$ cat config.mk
export PLATFORM = sky130hd
export DESIGN_NAME = dmem_access_ctrl
export DESIGN_NICKNAME = d
export VERILOG_FILES = /design/src/rtl/dmem_access_ctrl.sv
export SDC_FILE = /design/constraint.sdc
export NUM_CORES = 1
export LEC_CHECK = 0
export ABC_AREA = 1
export CAP_MARGIN = 20
export CORE_ASPECT_RATIO = 1.75
export CORE_MARGIN = 8
export CORE_UTILIZATION = 58
export CTS_BUF_LIST = sky130_fd_sc_hd__clkbuf_4 sky130_fd_sc_hd__clkbuf_8
export CTS_CLUSTER_SIZE = 10
export DETAILED_ROUTE_END_ITERATION = 10
export PLACE_DENSITY = 0.94
export SETUP_SLACK_MARGIN = 0.3
export SYNTH_ARGS = -nofsm -noshare
export SYNTH_HDL_FRONTEND = slang
export SYNTH_SLANG_ARGS = --single-unit
$ cat constraint.sdc
create_clock -name clk -period 4.1 [get_ports clk]
set_clock_uncertainty 0.15 [all_clocks]
set_input_delay 0.82 -clock clk [delete_from_list [all_inputs] [get_ports clk]]
set_output_delay 0.82 -clock clk [all_outputs]
set_load 0.03 [all_outputs]
$ cat src/rtl/dmem_access_ctrl.sv
// Load/store sequencer for the byte-wide banked data memory.
// Splits byte/halfword/word requests into little-endian byte beats and returns one response.
module dmem_access_ctrl #(
  parameter int unsigned ADDR_W = 13,
  parameter int unsigned DATA_W = 32
) (
  input  logic              clk,
  input  logic              reset,
  input  logic              req_valid,
  output logic              req_ready,
  input  logic              req_write,
  input  logic [1:0]        req_size,
  input  logic              req_signed,
  input  logic [ADDR_W-1:0] req_addr,
  input  logic [DATA_W-1:0] req_wdata,
  output logic              resp_valid,
  output logic              resp_error,
  output logic [DATA_W-1:0] resp_rdata,
  output logic              mem_en,
  output logic              mem_read_write,
  output logic [ADDR_W-1:0] mem_addr,
  output logic [DATA_W-1:0] mem_data_in,
  input  logic [7:0]        mem_data_out
);

  localparam int unsigned BYTE_W = 8;

  typedef enum logic [2:0] {
    IDLE       = 3'd0,
    WR_BEAT    = 3'd1,
    RD_ISSUE   = 3'd2,
    RD_CAPTURE = 3'd3,
    DONE       = 3'd4
  } state_t;

  state_t              state;
  logic                write_q;
  logic [1:0]          size_q;
  logic                signed_q;
  logic [ADDR_W-1:0]   addr_q;
  logic [DATA_W-1:0]   wdata_q;
  logic [DATA_W-1:0]   rbuf_q;
  logic [1:0]          beat_q;

  logic                accept;
  logic                misaligned;
  logic                last_beat;
  logic [1:0]          beat_nxt;
  logic [ADDR_W-1:0]   addr_nxt;
  logic [DATA_W-1:0]   rbuf_nxt;
  logic [DATA_W-1:0]   load_result;

  assign accept     = req_valid && req_ready;
  assign misaligned = (req_size == 2'd3) ||
                      ((req_size == 2'd2) && (req_addr[1:0] != 2'b00)) ||
                      ((req_size == 2'd1) && req_addr[0]);
  assign beat_nxt   = beat_q + 2'd1;
  assign addr_nxt   = addr_q + ADDR_W'(beat_nxt);
  assign last_beat  = (beat_q == ((size_q == 2'd2) ? 2'd3 :
                                  (size_q == 2'd1) ? 2'd1 : 2'd0));

  // Assembly register including the byte arriving this cycle, so the
  // final capture can produce the response on the same edge.
  always_comb begin
    rbuf_nxt = rbuf_q;
    rbuf_nxt[BYTE_W*beat_q +: BYTE_W] = mem_data_out;
  end

  always_comb begin
    load_result = rbuf_nxt;
    case (size_q)
      2'd0:    load_result = {{(DATA_W-8){signed_q & rbuf_nxt[7]}}, rbuf_nxt[7:0]};
      2'd1:    load_result = {{(DATA_W-16){signed_q & rbuf_nxt[15]}}, rbuf_nxt[15:0]};
      default: load_result = rbuf_nxt;
    endcase
  end

  always_ff @(posedge clk) begin
    if (reset) begin
      state          <= IDLE;
      req_ready      <= 1'b0;
      resp_valid     <= 1'b0;
      resp_error     <= 1'b0;
      resp_rdata     <= '0;
      mem_en         <= 1'b0;
      mem_read_write <= 1'b0;
      mem_addr       <= '0;
      mem_data_in    <= '0;
      write_q        <= 1'b0;
      size_q         <= 2'd0;
      signed_q       <= 1'b0;
      addr_q         <= '0;
      wdata_q        <= '0;
      rbuf_q         <= '0;
      beat_q         <= 2'd0;
    end else begin
      case (state)
        IDLE: begin
          req_ready <= 1'b1;
          if (accept) begin
            req_ready <= 1'b0;
            write_q   <= req_write;
            size_q    <= req_size;
            signed_q  <= req_signed;
            addr_q    <= req_addr;
            wdata_q   <= req_wdata;
            rbuf_q    <= '0;
            beat_q    <= 2'd0;
            if (misaligned) begin
              state      <= DONE;
              resp_valid <= 1'b1;
              resp_error <= 1'b1;
            end else begin
              state          <= req_write ? WR_BEAT : RD_ISSUE;
              mem_en         <= 1'b1;
              mem_read_write <= req_write;
              mem_addr       <= req_addr;
              mem_data_in    <= req_write ? DATA_W'(req_wdata[7:0]) : '0;
            end
          end
        end
        WR_BEAT: begin
          if (last_beat) begin
            state          <= DONE;
            mem_en         <= 1'b0;
            mem_read_write <= 1'b0;
            mem_addr       <= '0;
            mem_data_in    <= '0;
            resp_valid     <= 1'b1;
          end else begin
            beat_q      <= beat_nxt;
            mem_addr    <= addr_nxt;
            mem_data_in <= DATA_W'(wdata_q[BYTE_W*beat_nxt +: BYTE_W]);
          end
        end
        RD_ISSUE: begin
          state    <= RD_CAPTURE;
          mem_en   <= 1'b0;
          mem_addr <= '0;
        end
        RD_CAPTURE: begin
          rbuf_q <= rbuf_nxt;
          if (last_beat) begin
            state      <= DONE;
            resp_valid <= 1'b1;
            resp_rdata <= load_result;
          end else begin
            state    <= RD_ISSUE;
            beat_q   <= beat_nxt;
            mem_en   <= 1'b1;
            mem_addr <= addr_nxt;
          end
        end
        DONE: begin
          state      <= IDLE;
          resp_valid <= 1'b0;
          resp_error <= 1'b0;
          resp_rdata <= '0;
          req_ready  <= 1'b1;
        end
        default: state <= IDLE;
      endcase
    end
  end

endmodule

### Yosys cells after proc, flatten, opt, wreduce, memory -nomap -nowiden

Cells that the tools add are included.

* bits in registers: 167
* bits of input ports: 60
* word-level logic and storage cells: 110

* add/sub/neg operators: 3
* eq/ne operators: 18
* shift-type cells: 3
* muxes and demuxes: 42
* bitwise gates (word level): 2
* reduce and logical (&&, ||, !) cells: 27

Operator list (count)
* $pmux W32 S2: 4
* $mux W32: 4
* $mux W13: 4
* $pmux W13 S4: 1
* $neg A5 Y34: 1
* $shift A8 B34 Y32 const A: 1
* $shiftx A8 B34 Y32: 1
* $bwmux W32: 1
* $shiftx A32 B6 Y8: 1
* $mux W8: 2
* $ne A2 B2 Y1 const B: 7
* $add A13 B2 Y13: 1
* $mux W3: 4
* $pmux W3 S4: 1
* $reduce_and A4 Y1: 3
* $reduce_bool A2 Y1: 6
* $mux W1: 11
* $reduce_and A3 Y1: 3
* $mux W2: 4
* $reduce_and A2 Y1: 4
* $eq A2 B2 Y1 const B: 3
* $eq A3 B2 Y1 const B: 2
* $pmux W1 S2: 3
* $reduce_and A5 Y1: 1
* other kinds (17): 22

### Logic depth before layout (Yosys ltp)

Gate-level depths: netlist (run 1).

* depth in word-level cells: 7
* gate-level depth with buffers: 14
* gate-level depth less buffers: 12

### Least setup slack after synthesis (run 1)

Ideal clock, no wire load.

* path kind: reg2reg
* start point: reg beat_q[0]
* end point: reg mem_addr[4]
* library setup time: 0.064 ns
* arrival time: 2.275 ns
* setup slack: 1.611 ns
* stages on the path, launching flop included: 13
* path buffers: 2
* cells stage by stage: dfxtp_1 -> inv_2 -> buf_2 -> clkbuf_1 -> ha_1 -> fa_1 -> nand2_1 -> nor2_1 -> nor2_1 -> o21ai_0 -> nor2_1 -> nor2_1 -> nor2_1

* longest elaborated chain between the ends: 4
* elaborated cells between the ends (all ways): 8

Ends and longest elaborated chain
* start, declared: RTL line 43 `logic [1:0] beat_q;`
* start signal, assigned: RTL line 131 `beat_q <= beat_nxt;`
* start signal, assigned: RTL line 149 `beat_q <= beat_nxt;`
* $add A2 B1 Y2: RTL line 57 `assign beat_nxt = beat_q + 2'd1;`
* $add A13 B2 Y13: RTL line 58 `assign addr_nxt = addr_q + ADDR_W'(beat_nxt);`
* $mux W13 (on tied branches): RTL line 143, 123
* $pmux W13 S4: RTL line 97 `case (state)`
* end signal, assigned: RTL line 117 `mem_addr <= req_addr;`
* end signal, assigned: RTL line 132 `mem_addr <= addr_nxt;`
* end signal, assigned: RTL line 151 `mem_addr <= addr_nxt;`
* end, declared: RTL line 21 `output logic [ADDR_W-1:0] mem_addr,`

Parallel ways exist; a longest one is shown, timed or not. The select of a mux whose other input is x is not followed.
A chain may end at the register's enable or synchronous reset.

### Worst setup path after layout (run 1)

* start point: reg beat_q[0]
* end point: reg mem_addr[8]

Same word-level chain as after synthesis.

==> metrics.yaml, run 1 <==
clocking:
  root_buffer: "clkbuf_8"
  ctsLongestPathBuffers: 2
  cts_htree_levels: 4
  insertion_delay_ns: 0.43
  ctsHoldBuffers: 0
  cts.sinks: 143
  numCtsBuffers: 17
  post_cts_buffers: 0
  cts_tree: "built"
  postCtsResizedCells: 0
  clk_pin_slew_ns: 0.08
setup_path:
  cp-end-kind: "flip-flop"
  critPathMaxStageDelay_ns: 0.79
  r2r_start: "beat_q[0]$_SDFFE_PP0P_"
  worst-setup-path-type: "flip-flop to flip-flop"
  worstPathCellList: "inv_2 -> ha_1 -> fa_1 -> nand2_1 -> nor2_1 -> nand2_1 -> o21ai_0 -> nor2_1 -> nor2_1 -> nor2_1"
  cp-startpoint: "beat_q[0]$_SDFFE_PP0P_"
  cp-start-kind: "flip-flop"
  cp_data_required_time_ns: 4.28
  rr_worst_depth: 10
  cp-endpoint: "mem_addr[8]$_SDFFE_PP0P_"
  arrival_ns: 2.97
  r2r-end: "mem_addr[8]$_SDFFE_PP0P_"
  reg2reg_slack_ns: 1.32
  cpMostUsedCell: "nor2_1"
  worstPathMaxFanout: 24
  cp_slowest_cell: "ha_1"
layout:
  drive_above_1_share: 0.05082
  final_nets: 1278
  n_fill_cell: 1053
  num_antenna_cells: 0
  area_growth_pct: 20.84
  final_util: 0.7085
  fin_area_um2: 8712
  final_cells: 1388
synthesis:
  yosysTopAreaCellShare: 0.3971
  synth-edff-count: 0
  yosysWarnings: 0
  synth_seq_cells: 143
  yosysMostFrequentCell: "nand2_1"
  synthTopCellsByArea: "dfxtp_1, nand2_1, a21oi_1"
  syn_avg_cell_area_um2: 6.454
  yosysUniqueCellTypes: 29
  ys_seq_area_frac: 0.3971
  synth_ff_type: "dfxtp_1"
  synth_top_area_cell: "dfxtp_1"
  syn_area_um2: 7209
  synth_common_cells: "nand2_1, dfxtp_1, a21oi_1"
  syn_inst: 1117
  async_flop_share: 0
timing:
  tns_ns: 0
  setup_violations: 0
  period_share: 0.6791
  max_freq_mhz: 359.2
  final_max_slew_viol_count: 0
  min_period_ns: 2.784
  hold_viol: 0
  slew-limit-headroom: 0.3261
  rsz0062_at_grt: "no"
  tightest_slew_ns: 1.010
global_routing:
  grt_max_degree: 74
  grt-ovfl-total: 0
  grt_pass1_vias: 6913
  track_usage: 0.2332
  grt_pass1_wl_um: 31310
  antenna_found_initial: 0
drt:
  ant_nets: 0
  vias: 7310
  drt-initial-drc-count: 472
  wl_per_cell_um: 13.70
  dr.pass1.iters: 6
  viasPerCell: 5.267
  routed_wl_um: 19010
  drc: 0
power:
  leakage_nw: 3.737
  total_power_mw: 3.368
  irDropWorstVdd_uv: 305.8
  p_per_area_nw_per_um2: 386.5
floorplan:
  start_util: 0.5863
  die_w_um: 100.3
  io_pins: 142
  die_area_um2: 16390
  die_h_um: 163.5
  core-area_um2: 12300
  fp-row-count: 54
run:
  maxCapViolations: 0
status:
  status: "completed"
placement:
  place_area_um2: 8294
  place_congestion: 0.9036
  io_buffers: 117
  hpwl_um: 13350
  placed_cells: 1356
worst_hold_path:
  worst_hold_path_type: "flip-flop to flip-flop"
==> per-stage QoR <==
| stage | worst slack, ns | hold WS (ns) |
|---|---|---|
| 6_report | 1.316 | 0.3132 |
| 5_1_grt | 1.079 | 0.3324 |
| 4_1_cts | 1.356 | 0.3112 |
| 3_5_place_dp | 1.034 | 0.2978 |
| 3_3_place_gp | 1.067 | 0.2892 |
| 2_1_floorplan | 1.611 | 0.2797 |
==> worst min-delay path by stage <==
stage	depth (start not counted)	from	slack [ns]	end
floorplan	2	wdata_q[24]$_SDFFE_PP0P_	0.28	wdata_q[24]$_SDFFE_PP0P_
global placement	2	wdata_q[5]$_SDFFE_PP0P_	0.29	wdata_q[5]$_SDFFE_PP0P_
detailed placement	2	wdata_q[2]$_SDFFE_PP0P_	0.30	wdata_q[2]$_SDFFE_PP0P_
CTS	2	wdata_q[3]$_SDFFE_PP0P_	0.31	wdata_q[3]$_SDFFE_PP0P_
global route	2	wdata_q[28]$_SDFFE_PP0P_	0.33	wdata_q[28]$_SDFFE_PP0P_
finish	2	wdata_q[2]$_SDFFE_PP0P_	0.31	wdata_q[2]$_SDFFE_PP0P_
==> final cells by class <==
cell class | count | area (µm²) | area share
tap | 168 | 210.2 | 0.02413
multi-input combinational | 817 | 3608 | 0.4142
timing repair buffer | 125 | 1226 | 0.1407
sequential | 143 | 2863 | 0.3286
clock buffer | 19 | 255.2 | 0.02930
inverter | 103 | 386.6 | 0.04438
clock inverter | 13 | 162.7 | 0.01867
==> logic make-up (layout without fill, tap and decap cells) <==
group                    count (synthesis)  count (layout)  synth area share
XOR/XNOR                                 2               2          0.002430
flip-flops                             143             143            0.3971
buffers and inverters                  180             260            0.1144
AND/OR/NAND/NOR                        585             585            0.3294
adder cells (fa/ha/maj)                 11              11           0.02013
other                                    1              24         0.0005202
AO/OA/AOI/OAI                          195             195            0.1361
==> cells in the final DEF (no fill, tap or decap), drive strengths merged, types with 3 or more instances in the layout <==
master and instances:
nand2 366, dfxtp 143, nor2 126, a21oi 123, clkdlybuf4s50 116, inv 94, nand3 86, o21ai 71
conb 24, clkbuf 19, clkinv 16, ha 10, buf 9, nand4 3, bufinv 3, clkinvlp 3
==> per-layer routing <==
metal / GRT usage / routed length [µm] / vias to the layer above
met5: 0 / 0 / -
met4: 0.1343 / 759 / 0
met3: 0.04396 / 1413 / 68
met2: 0.4156 / 9684 / 325
met1: 0.2490 / 7151 / 3249
li1: - / - / 3668
==> power breakdown <==
group / switching, mW / internal [mW] / leakage (nW)
sequential: 0.0525 / 1.48 / 1.16
clock: 0.547 / 0.625 / 0.205
combinational: 0.436 / 0.232 / 2.37
total: 1.04 / 2.33 / 3.74
==> flip-flops by register name, summed over array words and instances (netlist names) <==
register and count:
rbuf_q 32, resp_rdata 32, wdata_q 32, addr_q 13
mem_addr 13, mem_data_in 8, state 3, beat_q 2
size_q 2, mem_en 1, mem_read_write 1, req_ready 1
resp_error 1, resp_valid 1, signed_q 1
==> critical path, delay by kind of cell (launching register included) <==
kind | cells | cell delay, ns
compound gates | 1 | 0.16
fa+ha+maj | 2 | 1.12
buf+inv | 1 | 0.18
flops | 1 | 0.35
simple gates | 6 | 0.71
No activity file was read; power rests on OpenSTA's default activity.
==> inputs of run 2 (changes only) <==
- CORE_UTILIZATION: 58 -> 54
- PLACE_DENSITY: 0.94 -> 0.89
- clock period: 4.1 -> 2.8 ns (I/O delays scaled with it)
==> metrics.yaml, run 2 (synthesis gave the netlist of run 1 again) <==
layout:
  drive_above_1_share: 0.05949
  num_antenna_cells: 0
  final_nets: 1285
  area_growth_pct: 21.83
  mostFrequentLayoutCell: "nand2_1"
  largestRegisters: "rbuf_q (32), resp_rdata (32), wdata_q (32)"
  final_cells: 1401
  final_cell_mix: "nand2_1, dfxtp_1, a21oi_1, nor2_1, clkdlybuf4s50_1"
placement:
  io_buffers: 117
  place_congestion: 0.8987
  placed_cells: 1369
  hpwl_um: 13670
timing:
  slew-limit-headroom: 0.4262
  tightest_slew_ns: 0.8555
  max_freq_mhz: 427.8
  tns_ns: 0
  min_period_ns: 2.338
  setup_violations: 0
  hold_viol: 0
  period_share: 0.8349
  final_max_slew_viol_count: 0
  rsz0062_at_grt: "yes"
global_routing:
  gr-max-usage-layer: "met2"
  grt_pass1_vias: 6910
  met3_usage: 0.04484
  grt_max_degree: 71
  use_met1: 0.2401
  use_met2: 0.3834
  antenna_found_initial: 0
  grt-ovfl-total: 0
  grt_pass1_wl_um: 31170
  track_usage: 0.2218
floorplan:
  die_h_um: 168.9
  start_util: 0.5444
  fp-row-count: 56
  die_area_um2: 17450
  core-area_um2: 13240
  io_pins: 142
  die_w_um: 103.3
clocking:
  cts_htree_levels: 4
  ctsHoldBuffers: 0
  ctsLongestPathBuffers: 2
  post_cts_buffers: 0
  cts.sinks: 143
  cts_tree: "built"
  numCtsBuffers: 17
  clk_pin_slew_ns: 0.09
  root_buffer: "clkbuf_8"
  postCtsResizedCells: 0
  insertion_delay_ns: 0.44
setup_path:
  cp_data_required_time_ns: 2.99
  cp_slowest_cell: "ha_2"
  worstPathCellList: "inv_1 -> ha_2 -> fa_1 -> nand2_1 -> nor2_1 -> nand2_1 -> o21ai_0 -> nor2_1 -> nor2_1 -> nor2_1"
  worstPathMaxFanout: 7
  cp-start-kind: "flip-flop"
  worst-setup-path-type: "flip-flop to flip-flop"
  arrival_ns: 2.52
  cp-end-kind: "flip-flop"
  cpMostUsedCell: "nor2_1"
  critPathMaxStageDelay_ns: 0.45
power:
  total_power_mw: 4.888
  leakage_nw: 3.771
  irDropWorstVdd_uv: 518.2
  p_per_area_nw_per_um2: 556.5
drt:
  drt-initial-drc-count: 340
  routed_wl_um: 19250
  drc: 0
  wl_per_cell_um: 13.74
  dr.pass1.iters: 5
  viasPerCell: 5.222
  ant_nets: 0
  vias: 7316
run:
  maxCapViolations: 0
worst_hold_path:
  worst_hold_path_type: "flip-flop to flip-flop"
status:
  status: "completed"
[run 2: changes by cell type in the layout (fill, tap and decap cells not counted), sizes merged]
cell / change
clkinvlp: -1
clkbuf: -2
buf: +7
inv: +8
clkinv: -3
bufinv: -2
[run 2: critical path, delay by kind of cell, from the launching register on]
kind / cells / cell delay, ns
and+or+nand+nor: 6 / 0.66
buffers and inverters: 1 / 0.14
DFF: 1 / 0.43
AOI/OAI and AO/OA: 1 / 0.16
adders and majority gates: 2 / 0.68
[run 2: path summary, 6_finish.rpt]
kind	slack [ns]	to	cells after the start	startpoint
worst min register to register	0.30	wdata_q[1]$_SDFFE_PP0P_	2	wdata_q[1]$_SDFFE_PP0P_
worst min-delay path	0.30	wdata_q[1]$_SDFFE_PP0P_	2	wdata_q[1]$_SDFFE_PP0P_
worst max-delay path	0.46	mem_addr[8]$_SDFFE_PP0P_	10	beat_q[1]$_SDFFE_PP0P_
worst max register to register	0.46	mem_addr[8]$_SDFFE_PP0P_	10	beat_q[1]$_SDFFE_PP0P_
[run 2: metal layers]
layer  wire (µm)  share of wire  vias to the layer above
li1            -              -                     3667
met1        7216           0.37                     3275
met2        9928           0.52                      313
met3        1401          0.073                       61
met4         698          0.036                        0
met5           0              0                        -
[run 2: layout make-up]
class,count,area (µm²)
timing repair buffer,132,1291
sequential,143,2864
clock buffer,17,234.0
inverter,103,390.4
clock inverter,15,167.7
multi-input combinational,817,3618
tap,174,217.7
fill,1149,4459
[run 2: where the power goes]
part           internal (mW)  leakage (nW)  total [mW]  switching (mW)
logic                  0.350          2.40       0.988           0.638
registers               2.16          1.16        2.24          0.0806
clock network          0.753         0.204        1.66           0.907
total                   3.26          3.77        4.89            1.63
[run 2: stage by stage]
step / instance area (µm²) / hold slack, ns / util / setup WS, ns
6_report: 8783 / 0.3023 / 0.6633 / 0.4623
5_1_grt: 8783 / 0.3246 / 0.6633 / 0.2942
4_1_cts: 8768 / 0.3049 / 0.6621 / 0.3570
3_5_place_dp: 8367 / 0.2912 / 0.6318 / 0.3616
3_3_place_gp: 8367 / 0.2864 / 0.6318 / 0.3959
2_1_floorplan: 7296 / 0.2797 / - / 0.3113
